$ cat config.mk
export PLATFORM = sky130hd
export DESIGN_NAME = unified_mem_arbiter
export DESIGN_NICKNAME = d
export VERILOG_FILES = /design/src/rtl/unified_mem_arbiter.sv
export SDC_FILE = /design/constraint.sdc
export NUM_CORES = 1
export LEC_CHECK = 0
export BUFFER_PORTS_ARGS = -buffer_cell sky130_fd_sc_hd__buf_2
export CAP_MARGIN = 20
export CORE_MARGIN = 2
export CORE_UTILIZATION = 48
export CTS_CLUSTER_DIAMETER = 40
export DETAILED_ROUTE_END_ITERATION = 10
export GPL_TIMING_DRIVEN = 0
export PLACE_DENSITY = 0.84
export SETUP_SLACK_MARGIN = 0.2
export SLEW_MARGIN = 20
export SYNTH_ARGS = -nofsm -noshare
export SYNTH_HDL_FRONTEND = slang
export SYNTH_SLANG_ARGS = --single-unit
$ cat constraint.sdc
create_clock -name clk -period 2.2 [get_ports clk]
set_input_delay 0.33 -clock clk [delete_from_list [all_inputs] [get_ports clk]]
set_output_delay 0.33 -clock clk [all_outputs]
set_load 0.02 [all_outputs]
$ cat src/rtl/unified_mem_arbiter.sv
// Shares one single-port unified memory between the CPU fetch port and the load/store port.
// The data port has priority. A starvation counter forces a fetch grant after STARVE_MAX data grants.
module unified_mem_arbiter #(
    parameter int unsigned ADDR_W     = 16,
    parameter int unsigned DATA_W     = 16,
    parameter int unsigned MEM_LAT    = 1,
    parameter int unsigned STARVE_MAX = 4
) (
    input  logic              clk,
    input  logic              rst,
    input  logic              if_req,
    input  logic [ADDR_W-1:0] if_addr,
    output logic [DATA_W-1:0] if_rdata,
    output logic              if_ack,
    input  logic              d_req,
    input  logic              d_we,
    input  logic [ADDR_W-1:0] d_addr,
    input  logic [DATA_W-1:0] d_wdata,
    output logic [DATA_W-1:0] d_rdata,
    output logic              d_ack,
    output logic              mem_en,
    output logic              mem_we,
    output logic [ADDR_W-1:0] mem_addr,
    output logic [DATA_W-1:0] mem_wdata,
    input  logic [DATA_W-1:0] mem_rdata,
    output logic              busy,
    output logic              gnt_d
);
    localparam int unsigned LAT_W    = 3;
    localparam int unsigned STARVE_W = 4;

    typedef enum logic [1:0] {ST_IDLE, ST_ISSUE, ST_WAIT, ST_ACK} state_e;

    state_e              state_q, state_d;
    logic [LAT_W-1:0]    lat_q, lat_d;
    logic [STARVE_W-1:0] starve_q, starve_d;
    logic                gnt_d_q, gnt_d_d;
    logic                we_q, we_d;
    logic                mem_en_q, mem_en_d;
    logic                mem_we_q, mem_we_d;
    logic [ADDR_W-1:0]   mem_addr_q, mem_addr_d;
    logic [DATA_W-1:0]   mem_wdata_q, mem_wdata_d;
    logic [DATA_W-1:0]   if_rdata_q, if_rdata_d;
    logic [DATA_W-1:0]   d_rdata_q, d_rdata_d;
    logic                if_ack_q, if_ack_d;
    logic                d_ack_q, d_ack_d;
    logic                busy_q, busy_d;
    logic                grant_data;

    always_ff @(posedge clk) begin
        if (rst) begin
            state_q     <= ST_IDLE;
            lat_q       <= '0;
            starve_q    <= '0;
            gnt_d_q     <= 1'b0;
            we_q        <= 1'b0;
            mem_en_q    <= 1'b0;
            mem_we_q    <= 1'b0;
            mem_addr_q  <= '0;
            mem_wdata_q <= '0;
            if_rdata_q  <= '0;
            d_rdata_q   <= '0;
            if_ack_q    <= 1'b0;
            d_ack_q     <= 1'b0;
            busy_q      <= 1'b0;
        end else begin
            state_q     <= state_d;
            lat_q       <= lat_d;
            starve_q    <= starve_d;
            gnt_d_q     <= gnt_d_d;
            we_q        <= we_d;
            mem_en_q    <= mem_en_d;
            mem_we_q    <= mem_we_d;
            mem_addr_q  <= mem_addr_d;
            mem_wdata_q <= mem_wdata_d;
            if_rdata_q  <= if_rdata_d;
            d_rdata_q   <= d_rdata_d;
            if_ack_q    <= if_ack_d;
            d_ack_q     <= d_ack_d;
            busy_q      <= busy_d;
        end
    end

    // Next-state logic. Every output is computed one cycle ahead so that it leaves a register.
    always_comb begin
        state_d     = state_q;
        lat_d       = lat_q;
        starve_d    = starve_q;
        gnt_d_d     = gnt_d_q;
        we_d        = we_q;
        mem_addr_d  = mem_addr_q;
        mem_wdata_d = mem_wdata_q;
        if_rdata_d  = if_rdata_q;
        d_rdata_d   = d_rdata_q;
        mem_en_d    = 1'b0;
        mem_we_d    = 1'b0;
        if_ack_d    = 1'b0;
        d_ack_d     = 1'b0;
        grant_data  = 1'b0;

        unique case (state_q)
            ST_IDLE: begin
                if (!if_req) begin
                    starve_d = '0;
                end
                if (d_req || if_req) begin
                    // A pending fetch overrides data once the starvation counter is saturated.
                    grant_data = d_req && !(if_req && (starve_q == STARVE_W'(STARVE_MAX)));
                    if (grant_data) begin
                        gnt_d_d     = 1'b1;
                        we_d        = d_we;
                        mem_addr_d  = d_addr;
                        mem_wdata_d = d_wdata;
                        mem_we_d    = d_we;
                        if (if_req && (starve_q < STARVE_W'(STARVE_MAX))) begin
                            starve_d = starve_q + STARVE_W'(1);
                        end
                    end else begin
                        gnt_d_d     = 1'b0;
                        we_d        = 1'b0;
                        mem_addr_d  = if_addr;
                        mem_wdata_d = '0;
                        starve_d    = '0;
                    end
                    mem_en_d = 1'b1;
                    state_d  = ST_ISSUE;
                end
            end
            ST_ISSUE: begin
                lat_d   = LAT_W'(1);
                state_d = ST_WAIT;
            end
            ST_WAIT: begin
                if (lat_q == LAT_W'(MEM_LAT)) begin
                    if (!we_q) begin
                        if (gnt_d_q) begin
                            d_rdata_d = mem_rdata;
                        end else begin
                            if_rdata_d = mem_rdata;
                        end
                    end
                    if_ack_d = !gnt_d_q;
                    d_ack_d  = gnt_d_q;
                    state_d  = ST_ACK;
                end else begin
                    lat_d = lat_q + LAT_W'(1);
                end
            end
            ST_ACK: begin
                state_d = ST_IDLE;
            end
            default: begin
                state_d = ST_IDLE;
            end
        endcase

        busy_d = (state_d != ST_IDLE);
    end

    assign if_rdata  = if_rdata_q;
    assign if_ack    = if_ack_q;
    assign d_rdata   = d_rdata_q;
    assign d_ack     = d_ack_q;
    assign mem_en    = mem_en_q;
    assign mem_we    = mem_we_q;
    assign mem_addr  = mem_addr_q;
    assign mem_wdata = mem_wdata_q;
    assign busy      = busy_q;
    assign gnt_d     = gnt_d_q;

endmodule

==> flow_summary.yaml <==
layout:
  multi_input_area_sq_mm: 0.00162
  final_nets: 578
  final_area_sq_mm: 0.00445
  ff_latch_area_sq_mm: 0.00160
  diodes: 0
  drive_above_1_share_pct: 33.8
  fillers: 544
  syn_to_final_growth_pct: 31.5
synthesis:
  avgSynthCellArea_sq_um: 9.65
  ys_warn_count: 0
  synth_nets: 428
  seq_area_frac_synth_pct: 47.3
  yosysTopAreaCell: "dfxtp_1"
  synth_edf_count: 0
  synthArstFlopShare_pct: 0
  synth_most_common_cell: "dfxtp_1"
  synth_top_area_share_pct: 47.3
  syn-cell-area_sq_mm: 0.00339
  syn_inst: 351
  ys_types: 41
  synth.top_cells.by_area: "dfxtp_1 47%, mux2i_1 10%, nand2b_1 8.9%"
  ys_ff_latch: 80
  ys.flop_type: "dfxtp_1"
  synth_common_cells: "80 x dfxtp_1, 48 x nand2b_1, 39 x nor2_1"
setup_path:
  crit_arrival_ns: 2.11
  path_class: "reg -> reg"
  cp-start-kind: "flip-flop"
  path_delay_family: "simple AND/OR/NAND/NOR gates"
  critPathMaxStageDelay_ns: 0.42
  cp-end-kind: "flip-flop"
  crit_path_top_delay_cell: "or3b_1"
  cp_num_buf_inv: 3
  required_ns: 2.43
  critPathMaxFanout: 10
  cp_cell_sequence: "inv_1 > ha_2 > nand3b_2 > or3b_1 > buf_6 > buf_12 > mux2i_1"
sta:
  setup_violations: 0
  hold_ws_ns: 0.242
  fmax_mhz: 534
  skew_ns: 0.00914
  timing.final.hold_violations: 0
  setup_ws_ns: 0.327
  max_slew_margin_pct: 67.4
  rsz0062_at_grt: "no"
  slew_violations: 0
  timing.final.crit_share_pct: 85.1
  tns_ns: 0
  tightest_slew_ns: 0.489
  min_period_ns: 1.87
global_route:
  grt_max_degree: 14
  grt_pass1_vias: 3010
  track_usage_pct: 22.0
  grt_antenna_before_repair: 0
  grt_pass1_wl_microns: 13400
  overflow: 0
drt:
  drt_iter0_markers: 136
  drc_errors: 0
  routed-via-count: 3192
  detail_route.first_pass.iterations: 4
  wirelength_microns: 8610
  viasPerCell: 5.30
  antenna_left: 0
  routedWlPerCell_microns: 14.3
floorplan:
  dieWidth_microns: 88
  initial_utilization_pct: 49.9
  die_area_sq_mm: 0.00774
  die_height_microns: 88
  ioPinCount: 139
  core-area_sq_mm: 0.00679
  row_count: 30
clock_tree:
  cts_tree: "yes"
  clkSinkCount: 80
  htreeDepth: 3
  clock_latency_ns: 0.34
  cts-buffers-inserted: 9
  cts_buffer_depth: 2
  postCtsHoldBufs: 0
  cts_root_buffer: "clkbuf_8"
  clk_pin_slew_ns: 0.09
place:
  preCtsSetupSlack_ns: 0.0810
  port_buffers: 135
  place_area_sq_mm: 0.00418
  dp_hpwl_microns: 6430
  gp_congestion: 0.856
hold_path:
  hold_class: "in -> reg"
run_status:
  status: "complete, no violations"
power:
  totalPowerFinal_mw: 4.43
  p_leak_nw: 2.08
  power_density_mw_per_mm2: 995
  vdd_ir_drop_max_mv: 0.558
job:
  cap_violations: 0
-- power breakdown --
group / switching [mW] / internal, mW / total [mW]
clock network: 0.526 / 0.669 / 1.20
logic: 0.883 / 0.541 / 1.42
registers: 0.137 / 1.68 / 1.81
total: 1.55 / 2.89 / 4.43
-- flip-flops by register name (all words and copies together), names as in the netlist, 2 cells and up --
register	cells
d_rdata	16
if_rdata	16
lat_q	3
mem_addr	16
mem_wdata	16
starve_q	4
state_q	2
-- cell usage in the layout, fill, tap and decap left out, types with 16 or more instances in the layout --
cell	instances
buf_2	138
dfxtp_1	80
nand2b_1	48
nor2_1	39
mux2i_1	34
clkbuf_1	17
nand3_1	17
o21ai_0	17
a32oi_1	17
a311oi_1	16
-- per-stage QoR --
| stage | instances | util [%] |
|---|---|---|
| final | 602 | 65.5 |
| after detailed placement | 582 | 61.6 |
| after global placement | 582 | 61.6 |
| after floorplan | 351 | - |
| after CTS | 598 | 64.9 |
| after global routing | 602 | 65.5 |
-- worst paths after layout --
| check | start | end | slack, ns | cells after the start |
|---|---|---|---|---|
| max reg2reg | state_q[0] | d_rdata[12] | 0.33 | 7 |
| max | state_q[0] | d_rdata[12] | 0.33 | 7 |
| min reg2reg | if_rdata[10] | if_rdata[10] | 0.47 | 2 |
| min | d_wdata[10] | mem_wdata[10] | 0.24 | 3 |
-- routing by layer --
metal | global-route usage, % | share of wire, % | up-vias
met1 | 26.7 | 43 | 1521
met3 | 6.22 | 5.9 | 11
met2 | 36.3 | 49 | 101
met4 | 9.65 | 1.6 | 0
li1 | - | - | 1559
met5 | 0 | 0 | -
-- kinds of logic after synthesis --
logic type | Yosys count | synth area share (%)
buffers and inverters | 39 | 5.36
AND/OR/NAND/NOR | 123 | 19.8
multiplexers | 34 | 10.0
AO/OA/AOI/OAI | 67 | 14.6
flip-flops | 80 | 47.3
adder cells (fa/ha/maj) | 8 | 2.96
-- repair_timing --
item,4_1_cts,5_1_grt
resized for setup,1,10
pin swaps,0,1
gates cloned,0,0
buffers inserted,0,4
endpoints found under the setup margin,10,42
-- area by class of cell --
| type | count | area share [%] |
|---|---|---|
| Clock buffer | 11 | 3.18 |
| Clock inverter | 5 | 1.80 |
| Multi-Input combinational cell | 232 | 36.3 |
| Timing Repair Buffer | 139 | 15.8 |
| Buffer | 29 | 3.37 |
| Inverter | 10 | 0.843 |
| Tap cell | 96 | 2.70 |
| Sequential cell | 80 | 36.0 |
-- worst register-to-register path, stage by stage (launching register included) --
cell,delay [ns]
dfxtp_1,0.35
inv_1,0.12
ha_2,0.26
nand3b_2,0.19
or3b_1,0.43
buf_6,0.16
buf_12,0.15
mux2i_1,0.12
No activity file was read; power rests on OpenSTA's default activity.
